## src/rtl/alu_cmp_pkg.sv

```systemverilog
// rtl/alu_cmp_pkg.sv - shared types, result encoding and slice helper for the sequential comparator
// Purpose: FSM state enum, one-hot {gt,eq,lt} result codes, digit slice-index helper.
// Ports: none (package).
package alu_cmp_pkg;

   typedef enum logic [1:0] {
      IDLE = 2'd0,
      RUN  = 2'd1,
      DONE = 2'd2
   } state_t;

   // Result register layout is {gt, eq, lt}; all-zero means "not decided yet".
   localparam logic [2:0] CMP_NONE = 3'b000;
   localparam logic [2:0] CMP_GT   = 3'b100;
   localparam logic [2:0] CMP_EQ   = 3'b010;
   localparam logic [2:0] CMP_LT   = 3'b001;

   // LSB index of digit j, counting digits from the MSB end (digit 0 is the most significant).
   function automatic int digit_lsb(input int width, input int digit, input int j);
      return width - (j + 1) * digit;
   endfunction

endpackage

```

## src/rtl/digit_comparator.sv

```systemverilog
// rtl/digit_comparator.sv - combinational DIGIT-bit unsigned magnitude comparator
// Purpose: compare one digit of the two operands.
// Ports: a, b - DIGIT-bit digits; dgt/deq/dlt - a>b, a==b, a<b.
module digit_comparator #(
   parameter int DIGIT = 4
) (
   input  logic [DIGIT-1:0] a,
   input  logic [DIGIT-1:0] b,
   output logic             dgt,
   output logic             deq,
   output logic             dlt
);

   assign dgt = (a > b);
   assign deq = (a == b);
   assign dlt = (a < b);

endmodule

```

## src/rtl/seq_magnitude_comparator.sv

```systemverilog
// rtl/seq_magnitude_comparator.sv - multi-cycle MSB-first signed/unsigned magnitude comparator
// Purpose: compares a and b DIGIT bits per clock with start/busy/done handshake and en gating.
// Ports: clk, rst_n (async, active-low), en (freeze + output gate), start, signed_mode, a, b
//        -> busy (in RUN), done (one-cycle result pulse), gt/eq/lt (registered, gated by en).
module seq_magnitude_comparator
   import alu_cmp_pkg::*;
#(
   parameter int WIDTH      = 16,
   parameter int DIGIT      = 4,
   parameter int EARLY_EXIT = 1
) (
   input  logic             clk,
   input  logic             rst_n,
   input  logic             en,
   input  logic             start,
   input  logic             signed_mode,
   input  logic [WIDTH-1:0] a,
   input  logic [WIDTH-1:0] b,
   output logic             busy,
   output logic             done,
   output logic             gt,
   output logic             eq,
   output logic             lt
);

   localparam int NDIG = WIDTH / DIGIT;
   localparam int CW   = (NDIG > 1) ? $clog2(NDIG) : 1;
   localparam logic [CW-1:0]    LAST     = CW'(NDIG - 1);
   localparam logic [WIDTH-1:0] MSB_MASK = {1'b1, {(WIDTH-1){1'b0}}};

   if (WIDTH % DIGIT != 0) begin : g_bad_width
      $error("seq_magnitude_comparator: WIDTH must be a multiple of DIGIT");
   end

   state_t           state_q, state_d;
   logic [CW-1:0]    cnt_q, cnt_d;
   logic [WIDTH-1:0] a_q, a_d, b_q, b_d;
   logic [2:0]       res_q, res_d;
   logic             accept;
   logic             dgt, deq, dlt;
   logic             show;

   logic [DIGIT-1:0] a_dig [NDIG];
   logic [DIGIT-1:0] b_dig [NDIG];

   for (genvar g = 0; g < NDIG; g++) begin : g_dig
      assign a_dig[g] = a_q[digit_lsb(WIDTH, DIGIT, g) +: DIGIT];
      assign b_dig[g] = b_q[digit_lsb(WIDTH, DIGIT, g) +: DIGIT];
   end

   digit_comparator #(.DIGIT(DIGIT)) u_digit (
      .a   (a_dig[cnt_q]),
      .b   (b_dig[cnt_q]),
      .dgt (dgt),
      .deq (deq),
      .dlt (dlt)
   );

   assign accept = en && start && (state_q == IDLE || state_q == DONE);

   always_comb begin
      state_d = state_q;
      cnt_d   = cnt_q;
      a_d     = a_q;
      b_d     = b_q;
      res_d   = res_q;
      if (accept) begin
         // Flipping the sign bit maps two's complement onto offset binary,
         // so the digit datapath only ever does unsigned compares.
         a_d     = signed_mode ? (a ^ MSB_MASK) : a;
         b_d     = signed_mode ? (b ^ MSB_MASK) : b;
         res_d   = CMP_NONE;
         cnt_d   = '0;
         state_d = RUN;
      end else if (en) begin
         case (state_q)
            RUN: begin
               // Only the first differing digit decides; later ones are ignored.
               if (res_q == CMP_NONE && !deq) begin
                  res_d = {dgt, 1'b0, dlt};
               end
               if (cnt_q == LAST) begin
                  state_d = DONE;
                  if (res_q == CMP_NONE && deq) begin
                     res_d = CMP_EQ;
                  end
               end else if (EARLY_EXIT != 0 && !deq) begin
                  state_d = DONE;
               end else begin
                  cnt_d = cnt_q + CW'(1);
               end
            end
            DONE:    state_d = IDLE;
            default: state_d = state_q;
         endcase
      end
   end

   always_ff @(posedge clk or negedge rst_n) begin
      if (!rst_n) begin
         state_q <= IDLE;
         cnt_q   <= '0;
         a_q     <= '0;
         b_q     <= '0;
         res_q   <= CMP_NONE;
      end else begin
         state_q <= state_d;
         cnt_q   <= cnt_d;
         a_q     <= a_d;
         b_q     <= b_d;
         res_q   <= res_d;
      end
   end

   // A partially recorded result (EARLY_EXIT=0) must stay hidden until RUN ends.
   assign show = en && (state_q != RUN);
   assign busy = (state_q == RUN);
   assign done = en && (state_q == DONE);
   assign gt   = show && res_q[2];
   assign eq   = show && res_q[1];
   assign lt   = show && res_q[0];

endmodule

```

## config.mk

```make
export PLATFORM = sky130hd
export DESIGN_NAME = seq_magnitude_comparator
export DESIGN_NICKNAME = d
export VERILOG_FILES = /design/src/rtl/alu_cmp_pkg.sv /design/src/rtl/digit_comparator.sv /design/src/rtl/seq_magnitude_comparator.sv
export SDC_FILE = /design/constraint.sdc
export NUM_CORES = 1
export LEC_CHECK = 0
export ABC_AREA = 1
export CORE_UTILIZATION = 45
export DETAILED_ROUTE_END_ITERATION = 12
export PLACE_DENSITY = 0.79
export SKIP_CTS_REPAIR_TIMING = 1
export SYNTH_ARGS = -nofsm -noshare
export SYNTH_HDL_FRONTEND = slang
export SYNTH_SLANG_ARGS = --single-unit
```

## constraint.sdc

```tcl
create_clock -name clk -period 5.45 [get_ports clk]
set_input_delay 1.09 -clock clk [delete_from_list [all_inputs] [get_ports clk]]
set_output_delay 1.09 -clock clk [all_outputs]
set_load 0.005 [all_outputs]
```

### After elaboration in Yosys (flattened, before gate mapping)

Index checks and enable logic that the tools add are counted.
W data, S select, Z words.

| operators by class | value |
|---|---|
| equality and inequality tests | 7 |
| reduce and logical (&&, ||, !) cells | 20 |
| add/subtract/negate cells | 1 |
| muxes and demuxes | 24 |
| magnitude comparators | 3 |
| bitwise operators | 3 |

Operators by type and width:

| operator | count |
|---|---|
| $mux W16 | 2 |
| $mux W2 | 9 |
| $mux W3 | 6 |
| $bmux W4 S2 | 2 |
| $mux W4 | 4 |
| $logic_and A1 B1 Y1 | 9 |
| $reduce_bool A2 Y1 | 3 |
| $eq A2 B2 Y1 const B | 2 |
| $eq A4 B4 Y1 | 1 |
| $gt A4 B4 Y1 | 1 |
| $lt A4 B4 Y1 | 1 |
| $ne A4 B3 Y1 const B | 1 |
| $pmux W2 S2 | 1 |
| $reduce_and A4 Y1 | 1 |
| $ge A3 B3 Y1 const B | 1 |
| $logic_not A3 Y1 | 1 |
| $not A2 Y3 | 1 |
| $reduce_and A3 Y1 | 1 |
| $reduce_bool A3 Y1 | 1 |
| $add A2 B1 Y2 const B | 1 |
| $eq A2 B1 Y1 const B | 1 |
| $logic_not A2 Y1 | 1 |
| $ne A2 B1 Y1 const B | 1 |
| $ne A2 B2 Y1 const B | 1 |
| 4 further kinds | 5 |

| word-level totals | value |
|---|---|
| word-level logic and storage cells | 63 |
| register bits | 39 |

### Logic depth before layout (Yosys ltp)

| logic depth | value |
|---|---|
| word-level depth | 13 |
| depth in mapped cells | 15 |
| mapped depth without buffers | 13 |

### Hierarchy

Synthesis repeated with hierarchy kept, for this count alone.

| second synthesis, totals | value |
|---|---|
| cells, all modules | 266 |
| area total of the unflattened synthesis | 1994.4 um2 |

Modules (own cells, without submodules):

| module | instances | area each (um2) | cells an instance |
|---|---|---|---|
| seq_magnitude_comparator | 1 | 1879.3 | 246 |
| digit_comparator | 1 | 115.1 | 20 |

### Worst setup path before layout

Ideal clock, no wire load.

| timing | value |
|---|---|
| path type | input port to output port |
| start point | input port en |
| end point | output port eq |
| path slack | 3.104 ns |
| stages | 2 |
| data required time | 4.360 ns |
| path buffers | 0 |
| arrival | 1.256 ns |
| cell sequence | nand2_1 > nor2_1 |

| on the way | value |
|---|---|
| cells in the longest elaborated chain, start to end | 2 |

RTL lines:

| item | line | source |
|---|---|---|
| from (decl) | seq_magnitude_comparator.sv:14 | `input logic en,` |
| $logic_and A1 B1 Y1 | seq_magnitude_comparator.sv:116 | `assign show = en && (state_q != RUN);` |
| $logic_and A1 B1 Y1 | seq_magnitude_comparator.sv:120 | `assign eq = show && res_q[1];` |
| to (decl) | seq_magnitude_comparator.sv:22 | `output logic eq,` |

Every way passes these cells.

### Worst setup path after layout

Ends and elaborated chain as after synthesis.

==> flow_summary.json <==
{
  "syn_avg_cell_area_um2": 7.61,
  "place.gp.congestion": 0.769,
  "worst_slack_ns": 1.94,
  "drive_gt1_frac": 0.0574,
  "finalPower_uw": 1290,
  "cts_tree": "yes",
  "cts.clk_slew.worst_paths_ns": 0.07,
  "grt_max_degree": 41,
  "switching_share": 0.409,
  "wire_per_inst_um": 11.2,
  "fp.dieW_um": 68.1,
  "grtUsageTotal": 0.198,
  "max_freq_mhz": 285,
  "synthTopCellsByCount": "nand2_1 (128), dfrtp_1 (39), nor2_1 (18)",
  "clk_latency_ns": 0.29,
  "max-vdd-ir-drop_uv": 278,
  "clock-sinks": 39,
  "hold_start": "a_dig[9]$_DFFE_PN0P_",
  "instances_no_fill": 346,
  "synth_area_leader_cell": "dfrtp_1",
  "final_core_util": 0.602,
  "diodes": 0,
  "gr-total-overflow": 0,
  "slew_headroom": 0.428,
  "leakagePower_uw": 0.00127,
  "core_um2": 4090,
  "clockBufferDepth": 2,
  "drv_slew": 0,
  "yosysSeqAreaShare": 0.497,
  "cts_root_buffer": "clkbuf_8",
  "outcome": "complete, no violations",
  "switchingPower_uw": 525,
  "skew_ns": 0.00266,
  "syn_inst": 258,
  "intPower_uw": 760,
  "setup_tns_ns": 0,
  "ant_nets": 0,
  "ioPinCount": 42,
  "synthToLayoutAreaGrowth_pct": 25.3,
  "drc": 0,
  "vias_per_cell": 4.86,
  "grt_pass1_vias": 1588,
  "synth_area_um2": 1960,
  "worstPathRequired_ns": 4.36,
  "die_h_um": 68.1,
  "final-setup-viol-count": 0,
  "start_kind": "primary input",
  "htreeDepth": 2,
  "maxCapViolations": 0,
  "initial_core_util": 0.480,
  "period_share": 0.643,
  "synth_top_cells_by_area": "dfrtp_1 (50%), nand2_1 (24%), nor2_1 (3.4%)",
  "clock_power_share": 0.143,
  "antenna_found_initial": 0,
  "multi_input_area_um2": 872,
  "place.detailed.instances": 338,
  "reg2reg_slack_ns": 3.04,
  "synthArstFlopShare": 1.00,
  "grt_pass1_wl_um": 6760,
  "synth_edf_count": 0,
  "synth_top_area_frac": 0.497,
  "fill_cells": 384,
  "p_comb_frac": 0.455,
  "regArea_um2": 976,
  "finalHoldViolations": 0,
  "yosysMostFrequentCell": "nand2_1",
  "io_buffers": 41,
  "place_ws_ns": 1.94,
  "dr.first_iter.drc_count": 75,
  "min_delay_worst_endpoint": "a_dig[9]$_DFFE_PN0P_",
  "drt-total-wl_um": 3880,
  "ys.warnings.count": 0,
  "p_seq_frac": 0.403,
  "yosys_register_bits": 39,
  "hold-path-cell-count": 2,
  "critical_path.max_fanout": 5,
  "ys_types": 22,
  "hold_class": "flop to flop",
  "timing.rr.end": "cnt_q[0]$_DFFE_PN0P_",
  "cts_buffers": 5,
  "syn-num-nets": 300,
  "rsz0062_at_grt": "false",
  "via_count": 1681,
  "ys.flop_type": "dfrtp_1",
  "p_per_area_nw_per_um2": 522,
  "firstDrtPassIters": 6,
  "rows": 23,
  "rr_worst_depth": 12,
  "cp-end-kind": "primary output",
  "crit_type": "primary input to primary output",
  "fin_crit_ns": 3.51,
  "die_area_um2": 4630,
  "cp.arrival_ns": 2.42,
  "place_hpwl_um": 2660,
  "fin_nets": 337,
  "worstMarginPinSlew_ns": 0.858,
  "r2r_start": "cnt_q[0]$_DFFE_PN0P_"
}
cells by family after synthesis:
logic type,share of synthesized area
xor+xnor,0.00892
simple gates,0.319
buf+inv,0.0586
compound gates,0.0841
flops,0.497
fa+ha+maj,0.0319
registers in the layout, indices dropped and copies added, names as in the netlist:
register	cells
res_q	3
b_dig	16
cnt_q	2
a_dig	16
state_q	2
critical path: stages:
cell	delay, ns
clkdlybuf4s50_1	0.59
nand2_1	0.12
nor2_1	0.11
clkdlybuf4s50_1	0.50
how the worst max path moves through the flow:
stage,from,endpoint,slack (ns),cells after the start
final,en,eq,1.94,4
after detailed placement,en,eq,1.94,4
after global placement,en,lt,1.99,4
after floorplan,en,eq,3.10,2
after global routing,en,eq,1.85,4
after CTS,en,eq,1.93,4
metal layers:
layer	global-route usage	wire, um	up-vias
li1	-	-	879
met1	0.240	1810	760
met4	0.0703	62	0
met2	0.344	1870	35
met5	0	0	-
met3	0.0400	142	7
layout make-up:
cell class / count / share of cell area
inverters: 16 / 0.0244
clock inverters: 3 / 0.00610
well taps: 50 / 0.0254
flip-flops and latches: 39 / 0.397
clock buffers: 5 / 0.0280
multi-input cells: 192 / 0.355
repair buffers: 41 / 0.165
power by group through the flow:
stage	sequential, uW	combinational, uW	clock [uW]
after floorplan	488	459	0
after global placement	518	561	0
after detailed placement	520	582	0
after CTS	517	590	189
after global routing	535	684	203
final	517	585	183
layout by cell type (no fill, tap or decap), drive strengths merged:
cell / netlist / layout
nand2: 130 / 130
clkdlybuf4s50: 0 / 40
dfrtp: 39 / 39
nor2: 20 / 20
inv: 16 / 16
o21ai: 15 / 15
a21oi: 5 / 5
ha: 5 / 5
clkbuf: 2 / 5
nand3: 5 / 5
a32o: 4 / 4
o22ai: 4 / 4
clkinv: 0 / 3
xnor2: 2 / 2
nor3: 1 / 1
nand4: 1 / 1
buf: 9 / 1
through the flow:
stage / hold WS (ns) / instance area, um2
final: 0.479 / 2460
after floorplan: 0.444 / 1960
after global routing: 0.503 / 2460
after detailed placement: 0.460 / 2380
after global placement: 0.457 / 2380
after CTS: 0.479 / 2460
Note: power is estimated with default switching activity, not from simulation.
